File: config.mk
export PLATFORM = sky130hd
export DESIGN_NAME = chunk_row_iter
export DESIGN_NICKNAME = d
export VERILOG_FILES = /design/src/rtl/chunk_row_iter_pkg.sv /design/src/rtl/chunk_row_iter_clamp.sv /design/src/rtl/chunk_row_iter.sv
export SDC_FILE = /design/constraint.sdc
export NUM_CORES = 1
export LEC_CHECK = 0
export CAP_MARGIN = 10
export CORE_MARGIN = 2
export CORE_UTILIZATION = 35
export CTS_CLUSTER_DIAMETER = 50
export DETAILED_ROUTE_END_ITERATION = 8
export PLACE_DENSITY = 0.51
export SLEW_MARGIN = 40
export SYNTH_ARGS = -nofsm -noshare
export SYNTH_HDL_FRONTEND = slang
export SYNTH_SLANG_ARGS = --single-unit
File: constraint.sdc
create_clock -name i_clk -period 20.6 [get_ports i_clk]
set_input_delay 3.09 -clock i_clk [delete_from_list [all_inputs] [get_ports i_clk]]
set_output_delay 3.09 -clock i_clk [all_outputs]
set_load 0.02 [all_outputs]
File: src/rtl/chunk_row_iter_pkg.sv
// Shared types for the chunk row iterator: FSM state, per-dimension row flags and default sizing.
package ChunkRowPkg;

    localparam int DEF_DIM   = 3;
    localparam int DEF_GBW   = 16;
    localparam int DEF_VSIZE = 16;

    typedef enum logic {
        IDLE = 1'b0,
        RUN  = 1'b1
    } iter_state_t;

    typedef struct packed {
        logic valid;
        logic at_last;
    } dim_rec_t;

endpackage

File: src/rtl/chunk_row_iter_clamp.sv
// One dimension's counter+offset resolved against its bound (clamp or modular wrap).
// Purely combinational; no latency, no backpressure.
module chunk_row_clamp
    import ChunkRowPkg::*;
#(
    parameter int GBW = DEF_GBW
) (
    input  logic [GBW-1:0] cnt,
    input  logic [GBW-1:0] ofs,
    input  logic [GBW-1:0] bound,
    input  logic [GBW-1:0] bound_next,
    input  logic [GBW-1:0] last,
    input  logic           wrapmode,
    output logic [GBW-1:0] clamp,
    output dim_rec_t       rec
);

    logic [GBW-1:0] u;

    assign u = cnt + ofs;

    always_comb begin
        clamp       = u;
        rec.valid   = 1'b1;
        rec.at_last = (cnt == last);
        if (u[GBW-1]) begin
            if (wrapmode) begin
                clamp = u + bound;
            end else begin
                clamp     = '0;
                rec.valid = 1'b0;
            end
        end else if ($signed(u) >= $signed(bound)) begin
            // Out-of-range rows clamp to the start of the last inner slice.
            if (wrapmode) begin
                clamp = u - bound;
            end else begin
                clamp     = bound - bound_next;
                rec.valid = 1'b0;
            end
        end
    end

endmodule

File: src/rtl/chunk_row_iter.sv
// Walks the rows of a chunk descriptor, one registered row per cycle; row 0 the cycle after mofs_ack, held until row_ack.
// Optional CHUNK_ROW_ITER_SKIP_INVALID_EN drops out-of-bounds rows (except the final one) at one per cycle.
module chunk_row_iter
    import ChunkRowPkg::*;
#(
    parameter  int DIM   = DEF_DIM,
    parameter  int GBW   = DEF_GBW,
    parameter  int VSIZE = DEF_VSIZE,
    localparam int V_BW  = $clog2(VSIZE)
) (
    input  logic                     i_clk,
    input  logic                     i_rst,
    input  logic                     mofs_rdy,
    output logic                     mofs_ack,
    input  logic [DIM-1:0][GBW-1:0]  i_mofs,
    input  logic [DIM-1:0][V_BW-1:0] i_mpad,
    input  logic [DIM-1:0][GBW-1:0]  i_mbound,
    input  logic [DIM-1:0][GBW-1:0]  i_mlast,
    input  logic [GBW-1:0]           i_maddr,
    input  logic                     i_wrap,
    input  logic [DIM-2:0]           i_wrapmode,
    output logic                     row_rdy,
    input  logic                     row_ack,
    output logic [GBW-1:0]           o_row_linear,
    output logic                     o_row_islast,
    output logic [V_BW-1:0]          o_row_pad,
    output logic                     o_row_valid
);

`ifdef CHUNK_ROW_ITER_SKIP_INVALID_EN
    localparam bit SKIP_INVALID = 1'b1;
`else
    localparam bit SKIP_INVALID = 1'b0;
`endif

    iter_state_t state;

    logic [DIM-2:0][GBW-1:0]  ofs_q, last_q, cur;
    logic [DIM-1:0][GBW-1:0]  bound_q;
    logic [DIM-1:0][V_BW-1:0] pad_q;
    logic [GBW-1:0]           base_q;
    logic                     wrap_q;
    logic [DIM-2:0]           wmode_q;

    logic [DIM-2:0][GBW-1:0]  src_ofs, src_last, cand, clamp;
    logic [DIM-1:0][GBW-1:0]  src_bound;
    logic [DIM-1:0][V_BW-1:0] src_pad;
    logic [GBW-1:0]           src_base, cand_lin;
    logic                     src_wrap, cand_valid, cand_last;
    logic [DIM-2:0]           src_wmode;
    logic [V_BW-1:0]          cand_pad;
    dim_rec_t [DIM-2:0]       rec;

    logic accept, finish, run_step, load, skip;
    logic unused_ok;

    assign unused_ok = ^{i_mofs[DIM-1], i_mlast[DIM-1]};

    // On the accept edge row 0 is built straight from the descriptor inputs.
    assign accept    = (state == IDLE) && mofs_ack;
    assign src_ofs   = accept ? i_mofs[DIM-2:0]  : ofs_q;
    assign src_last  = accept ? i_mlast[DIM-2:0] : last_q;
    assign src_bound = accept ? i_mbound         : bound_q;
    assign src_pad   = accept ? i_mpad           : pad_q;
    assign src_base  = accept ? i_maddr          : base_q;
    assign src_wrap  = accept ? i_wrap           : wrap_q;
    assign src_wmode = accept ? i_wrapmode       : wmode_q;

    always_comb begin
        logic carry;
        carry = 1'b1;
        cand  = cur;
        for (int i = DIM - 2; i >= 0; i--) begin
            if (carry) begin
                if (cur[i] == last_q[i]) begin
                    cand[i] = '0;
                end else begin
                    cand[i] = cur[i] + bound_q[i+1];
                    carry   = 1'b0;
                end
            end
        end
        if (accept) begin
            cand = '0;
        end
    end

    for (genvar g = 0; g < DIM - 1; g++) begin : g_dim
        chunk_row_clamp #(.GBW(GBW)) u_clamp (
            .cnt        (cand[g]),
            .ofs        (src_ofs[g]),
            .bound      (src_bound[g]),
            .bound_next (src_bound[g+1]),
            .last       (src_last[g]),
            .wrapmode   (src_wmode[g]),
            .clamp      (clamp[g]),
            .rec        (rec[g])
        );
    end

    // Pad comes from the outermost dim whose whole inner suffix sits at its last value.
    always_comb begin
        logic all_valid;
        all_valid = 1'b1;
        cand_last = 1'b1;
        cand_lin  = src_base;
        cand_pad  = src_pad[DIM-1];
        for (int i = DIM - 2; i >= 0; i--) begin
            cand_lin  = cand_lin + clamp[i];
            all_valid = all_valid & rec[i].valid;
            cand_last = cand_last & rec[i].at_last;
            if (cand_last) begin
                cand_pad = src_pad[i];
            end
        end
        cand_valid = src_wrap | all_valid;
    end

    assign skip     = SKIP_INVALID && !cand_valid && !cand_last;
    assign finish   = (state == RUN) && row_rdy && row_ack && o_row_islast;
    assign run_step = (state == RUN) && (!row_rdy || row_ack) && !(row_rdy && o_row_islast);
    assign load     = accept || run_step;

    always_ff @(posedge i_clk) begin
        if (i_rst) begin
            state        <= IDLE;
            mofs_ack     <= 1'b0;
            row_rdy      <= 1'b0;
            o_row_linear <= '0;
            o_row_islast <= 1'b0;
            o_row_pad    <= '0;
            o_row_valid  <= 1'b0;
            cur          <= '0;
            ofs_q        <= '0;
            last_q       <= '0;
            bound_q      <= '0;
            pad_q        <= '0;
            base_q       <= '0;
            wrap_q       <= 1'b0;
            wmode_q      <= '0;
        end else begin
            if (state == IDLE) begin
                if (mofs_ack) begin
                    mofs_ack <= 1'b0;
                    state    <= RUN;
                    ofs_q    <= i_mofs[DIM-2:0];
                    last_q   <= i_mlast[DIM-2:0];
                    bound_q  <= i_mbound;
                    pad_q    <= i_mpad;
                    base_q   <= i_maddr;
                    wrap_q   <= i_wrap;
                    wmode_q  <= i_wrapmode;
                end else begin
                    mofs_ack <= mofs_rdy;
                end
            end else if (finish) begin
                state   <= IDLE;
                row_rdy <= 1'b0;
            end
            if (load) begin
                cur     <= cand;
                row_rdy <= !skip;
                if (!skip) begin
                    o_row_linear <= cand_lin;
                    o_row_islast <= cand_last;
                    o_row_pad    <= cand_pad;
                    o_row_valid  <= cand_valid;
                end
            end
        end
    end

endmodule

## Word-level counts from Yosys, hierarchy flattened

Index checks and enable logic that the tools add are counted.

- Input bits: 179
- Bits in latches: 0
- Output and inout bits: 24
- ROM bits: 0
- Memories kept: 0
- Register bits after elaboration: 200
- Memory bits (writable): 0
- Logic and storage cells: 94

- Divide/modulo/power cells: 0
- Multiplexer cells: 35
- Shift-type cells: 0
- Reductions and logical operators: 15
- Multipliers: 0
- $lt $le $gt $ge: 2
- Bitwise logic cells: 4
- Add/sub/neg operators: 12
- Equality and inequality tests: 4

Operators by type and width:

| cell | count |
|---|---|
| $mux 16 | 12 |
| $add 16x16->16 | 8 |
| $mux 32 | 3 |
| $eq 16x16->1 | 4 |
| $sub 16x16->16 | 4 |
| $mux 48 | 1 |
| $ge 16x16->1 | 2 |
| $mux 1 | 15 |
| $mux 12 | 1 |
| $mux 4 | 2 |
| $logic_and 1x1->1 | 7 |
| $reduce_and 2->1 | 2 |
| $reduce_bool 2->1 | 2 |
| $and 1x1->1 | 2 |
| $logic_not 1->1 | 2 |
| $logic_or 1x1->1 | 2 |
| $mux 2 | 1 |
| $not 1->1 | 1 |
| $or 1x1->1 | 1 |

## Longest topological paths before layout

- Depth in word-level cells: 11
- Depth in mapped cells: 49
- Mapped depth without buffers: 42

## Modules after synthesis

From an unflattened synthesis, not the netlist that was laid out.

- Cell total of the unflattened synthesis: 2,371
- Area total of the unflattened synthesis: 17,768.3 µm²

By module, submodules not included:

| module | area an instance (µm²) | cells each | sequential area each (µm²) | times used |
|---|---|---|---|---|
| chunk_row_iter | 10,596.4 | 1,369 | 4,003.8 | 1 |
| chunk_row_clamp at g_dim[1].u_clamp | 3,587.2 | 492 | 0.0 | 1 |
| chunk_row_clamp at g_dim[0].u_clamp | 3,584.7 | 510 | 0.0 | 1 |

## Least setup slack after synthesis

Ideal clock, no wire load.

- Path type: input -> register
- Start point: input i_mofs[0] (netlist bit)
- End point: register o_row_linear[15]
- Arrival time: 10.587 ns
- Setup slack: 9.898 ns
- Buffers on the path: 2
- Data required time: 20.485 ns
- Setup time: 0.115 ns
- Cell stages on the path: 39
- Cell sequence: nand2_1 -> nand2_1 -> ha_1 -> inv_1 -> fa_1 -> nor2b_1 -> o21ai_0 -> a21boi_0 -> o21ai_0 -> a21boi_0 -> o21ai_0 -> a21oi_1 -> a211oi_1 -> xnor2_1 -> ha_1 -> clkbuf_1 -> or4_1 -> o221ai_1 -> [3 not listed] -> nor2_1 -> a31oi_1 -> o21ai_0 -> fa_1 -> inv_1 -> ha_1 -> fa_1 -> a21o_1 -> a21oi_1 -> o21bai_1 -> a31oi_1 -> o21ai_0 -> o41ai_1 -> o21bai_1 -> a21oi_1 -> xnor2_1 -> xnor3_1 -> a31o_1

- Longest elaborated chain between the ends: 7
- Elaborated cells on any way between the ends: 10
- Those cells by class: add/sub (4); order compare (1); mux (5)

RTL lines:

| element | RTL line | text |
|---|---|---|
| from (decl) | chunk_row_iter.sv:15 | `input logic [DIM-1:0][GBW-1:0] i_mofs,` |
| $mux 32 * | chunk_row_iter.sv:61 | `assign src_ofs = accept ? i_mofs[DIM-2:0] : ofs_q;` |
| $add 16x16->16 * | chunk_row_iter_clamp.sv:20 | `assign u = cnt + ofs;` |
| $sub 16x16->16 | chunk_row_iter_clamp.sv:36 | `clamp = u - bound;` |
| $mux 16 | chunk_row_iter_clamp.sv:35 | `if (wrapmode) begin` |
| $mux 16 | chunk_row_iter_clamp.sv:33 | `end else if ($signed(u) >= $signed(bound)) begin` |
| $mux 16 * | chunk_row_iter_clamp.sv:26 | `if (u[GBW-1]) begin` |
| $add 16x16->16 * | chunk_row_iter.sv:109 | `cand_lin = cand_lin + clamp[i];` |
| to (signal assigned) | chunk_row_iter.sv:164 | `o_row_linear <= cand_lin;` |
| to (decl) | chunk_row_iter.sv:24 | `output logic [GBW-1:0] o_row_linear,` |

Mark *: on every way between the ends. The rest lies on a longest branch, timed or not.
A chain may end at the register's enable or synchronous reset.

## Final worst setup path

- Start point: input i_mofs[17] (netlist bit)
- End point: register o_row_linear[15]

- Longest elaborated chain between the ends: 8
- Elaborated cells on any way between the ends: 11
- Those cells by class: add/sub (5); order compare (1); mux (5)

RTL lines:

| element | RTL line |
|---|---|
| $mux 32 * | chunk_row_iter.sv:61 |
| $add 16x16->16 * | chunk_row_iter_clamp.sv:20 |
| $sub 16x16->16 | chunk_row_iter_clamp.sv:36 |
| $mux 16 | chunk_row_iter_clamp.sv:35 |
| $mux 16 | chunk_row_iter_clamp.sv:33 |
| $mux 16 * | chunk_row_iter_clamp.sv:26 |
| $add 16x16->16 * (2 in a row) | chunk_row_iter.sv:109 |

Marked as above.

==> metrics.md <==
| Metric | Value |
|---|---|
| Type of destination of the critical path | register |
| Hold Path Stages | 2 |
| Post-CTS Repair Setup Buffers | 0 |
| Critical Path Slowest Stage Cell | sky130_fd_sc_hd__fa_1 |
| Count of buffers from port buffering | 170 |
| Top cell type's share of synthesized area | about 23% |
| Setup TNS | 0 ps |
| Critical path fanouts, max | 30 |
| Number of standard cells after synthesis | ~2,300 |
| Final min period | approximately 12,000 ps |
| F_max | 81.0 MHz |
| DR WL/cell | around 19 um |
| Worst max-slew margin expressed relative to the limit | roughly half |
| Peak supply drop | roughly 0.064 mV |
| Classification of the worst-slack hold path | reg2reg |
| Chip height | ~230 um |
| Number of nets in the layout | approximately 2,800 |
| Floorplan Core Area | between 50,000 and 60,000 um2 |
| Number of vias in the routed layout | between 15,000 and 20,000 |
| Overall die width | about 230 um |
| Via count normalized by instance count | roughly 5.3 |
| Sink count of the clock tree | 200 |
| Final HPWL from detailed placement | 46,000 um |
| Standby leakage power | 9.05 nW |
| Longest individual stage delay on the worst path | about 560 ps |
| Total of hold buffers inserted after clock tree synthesis | 0 |
| Final global-route overflow total | 0 |
| Final clock period utilization by the worst path | about three fifths |
| TritonCTS clock tree | yes |
| Result of the run | complete, no violations |
| FF-to-FF End | o_row_linear[15]$_SDFFE_PP0P_ |
| Power density cells | between 90 and 100 nW/um2 |
| H-tree Lvls | 4 |
| Via count of the first global-routing pass | 15,800 |
| Fillers | slightly above 5,000 |
| Syn_nets | 2,713 |
| Final setup skew | 13.1 ps |
| Count of final setup violators | 0 |
| End point of the most critical hold path | pad_q[5]$_SDFFE_PP0P_ |
| Final count of hold timing violations | 0 |
| Data required time at the worst endpoint | approximately 21,000 ps |
| Aggregate routed wire length | ~59,000 um |
| Initial DRT Pass Iterations | 5 |
| Starting Density | 35.4% |
| Cell area after synthesis | between 15,000 and 20,000 um2 |
| Number of max-capacitance violations reported | 0 |
| Worst setup path class | in2reg |
| Clock input transition at the sequential cells of the worst setup and hold paths | about 70 ps |
| Top post-synthesis cells by count | sky130_fd_sc_hd__nand2_1, sky130_fd_sc_hd__nor2_1, sky130_fd_sc_hd__a21oi_1 |
| Worst-skew pair later-pin latency | roughly 500 ps |
| Cells taking the most area after synthesis | sky130_fd_sc_hd__dfxtp_1, sky130_fd_sc_hd__ha_1, sky130_fd_sc_hd__nand2_1 |
| Register-to-Register Path Depth | 42 |
| Setup slack of the worst register-to-register path | approximately 9100 ps |
| Register bit count reported by yosys | 200 |
| Global Route Usage Sum | 22.3% |
| Startpoint type of the worst setup path | primary input |
| Maximum number of pins on one net before global-route repair | ~80 |
| Syn-to-layout area delta | 17.0% |
| Number of nets with antenna violations after routing | 0 |
| Leading cell type by number of instances after synthesis | sky130_fd_sc_hd__nand2_1 |
| Pins over their slew limit | 0 |
| Most area-hungry cell type in the Yosys netlist | sky130_fd_sc_hd__dfxtp_1 |
| Top_reg_cell synth | sky130_fd_sc_hd__dfxtp_1 |
| # IOs | between 200 and 250 |
| Row Count | between 80 and 90 |
| Number of enable flip-flop cells after synthesis | 0 |
| Global-route wire length before repair | 90,400 um |
| Startpoint of the lowest-slack hold path | pad_q[5]$_SDFFE_PP0P_ |
| Worst slack on hold paths | between 400 and 500 ps |
| Source of the worst register-to-register timing path | mofs_ack$_SDFFE_PP0N_ |
| Arrival time of the worst setup path | roughly 13,000 ps |
| Number of antenna violations at the first check in global routing | 1 |
| Yosys warning total | 0 |
| Ys async rst share | 0% |
| CTS resizes | 0 |
| Unique masters post-synth | 86 |
| RSZ-0062 raised after global routing | no |
| Bufs on Longest Clock Path | 2 |
| Per-instance average area after synthesis | between 7 and 8 um2 |
| Layout cell share with drive strength beyond 1 | 4.66% |
| Number of CTS-inserted buffers | 17 |
| Transition time of the tightest slew-check pin | 765 ps |
| Starting DRC count in detailed routing | ~1,100 |
| RD Place Congestion | between 0.8 and 0.9 |
| Portion of the post-synthesis area used by sequential elements | between 20% and 30% |
| Remaining DRCs | 0 |
| Die footprint | about 53,000 um2 |
| Cell mode on critical path | sky130_fd_sc_hd__a21oi_1 |
| Root buffer cell | sky130_fd_sc_hd__clkbuf_16 |
-- how the worst max path moves through the flow --
stage | start | endpoint | slack [ps] | depth (start not counted)
after detailed placement | i_mofs[17] | o_row_linear[15]$_SDFFE_PP0P_ | 7860 | 37
after floorplan | i_mofs[0] | o_row_linear[15]$_SDFFE_PP0P_ | 9900 | 39
after global routing | i_mofs[17] | o_row_linear[15]$_SDFFE_PP0P_ | 7710 | 37
after global placement | i_mofs[17] | o_row_linear[15]$_SDFFE_PP0P_ | 7950 | 37
final | i_mofs[17] | o_row_linear[15]$_SDFFE_PP0P_ | 8250 | 37
after CTS | i_mofs[17] | o_row_linear[15]$_SDFFE_PP0P_ | 8320 | 37
-- area by class of cell --
cell class | instances | area, um2 | area share [%]
antenna | 1 | 2.50 | 0.0120
multi-input combinational | 1868 | 12800 | 61.4
sequential | 200 | 4000 | 19.3
clock buffer | 21 | 470 | 2.26
tap | 672 | 841 | 4.04
inverter | 160 | 601 | 2.89
clock inverter | 11 | 108 | 0.518
timing repair buffer | 208 | 2000 | 9.60
-- cells in the final DEF (no fill, tap or decap), types with 20 or more instances in the layout --
master	synthesis	final
sky130_fd_sc_hd__nor2b_1	24	23
sky130_fd_sc_hd__a31oi_1	31	31
sky130_fd_sc_hd__or3_1	23	23
sky130_fd_sc_hd__mux2i_1	99	97
sky130_fd_sc_hd__a211oi_1	36	36
sky130_fd_sc_hd__o21ai_0	95	94
sky130_fd_sc_hd__a21o_1	30	30
sky130_fd_sc_hd__fa_1	26	26
sky130_fd_sc_hd__nor2_1	244	243
sky130_fd_sc_hd__buf_4	1	36
sky130_fd_sc_hd__ha_1	167	167
sky130_fd_sc_hd__dfxtp_1	200	200
sky130_fd_sc_hd__and3_1	20	20
sky130_fd_sc_hd__xor2_1	63	63
sky130_fd_sc_hd__nand3_1	37	37
sky130_fd_sc_hd__a21oi_1	204	204
sky130_fd_sc_hd__clkdlybuf4s50_1	0	169
sky130_fd_sc_hd__o21bai_1	20	20
sky130_fd_sc_hd__nor3_1	74	74
sky130_fd_sc_hd__inv_1	159	159
sky130_fd_sc_hd__nand2_1	303	303
sky130_fd_sc_hd__xnor2_1	101	101
-- power by group --
part / internal (mW) / switching, mW
combinational: 0.519 / 0.743
clock: 0.178 / 0.173
sequential: 0.414 / 0.0190
total: 1.11 / 0.935
-- layer usage --
layer,vias to the layer above,wire length [um],GRT usage [%]
met2,423,25500,34.4
met3,59,3140,4.28
li1,8456,-,-
met5,-,0,0
met4,0,1440,6.66
met1,7790,28700,31.4
-- stage by stage --
stage               power, mW  setup slack (ps)  std cells  utilization [%]  area, um2
floorplan                1.35              9900       2341                -      17800
global placement         1.68              7950       3108             40.3      20200
detailed placement       1.69              7860       3108             40.3      20200
CTS                      2.05              8320       3140             41.4      20800
global route             2.21              7710       3140             41.4      20800
finish                   2.05              8250       3141             41.4      20800
-- cell families (layout without fill, tap and decap cells) --
group / Yosys count / after routing / synth area share, %
buffers and inverters: 273 / 400 / 5.93
AO/OA/AOI/OAI: 573 / 573 / 20.8
flip-flops: 200 / 200 / 22.5
multiplexers: 106 / 106 / 6.27
AND/OR/NAND/NOR: 830 / 830 / 21.4
XOR/XNOR: 166 / 166 / 8.34
other: 0 / 1 / 0
adder cells (fa/ha/maj): 193 / 193 / 14.7
-- registers in the layout, summed over array words and instances, names as in the netlist --
register / flops
bound_q: 48
cur: 32
last_q: 32
ofs_q: 32
base_q: 16
o_row_linear: 16
pad_q: 12
o_row_pad: 4
wmode_q: 2
mofs_ack: 1
o_row_islast: 1
o_row_valid: 1
row_rdy: 1
state: 1
wrap_q: 1
-- critical path: cells and delay by family --
kind                       cells  cell delay, ps
AOI/OAI and AO/OA             19            4530
and+or+nand+nor                3             570
xor gates and xnor gates       3             750
adders and majority gates      5            2020
buffers and inverters          6            1380
muxes                          1             390
Note: power is estimated with default switching activity, not from simulation.
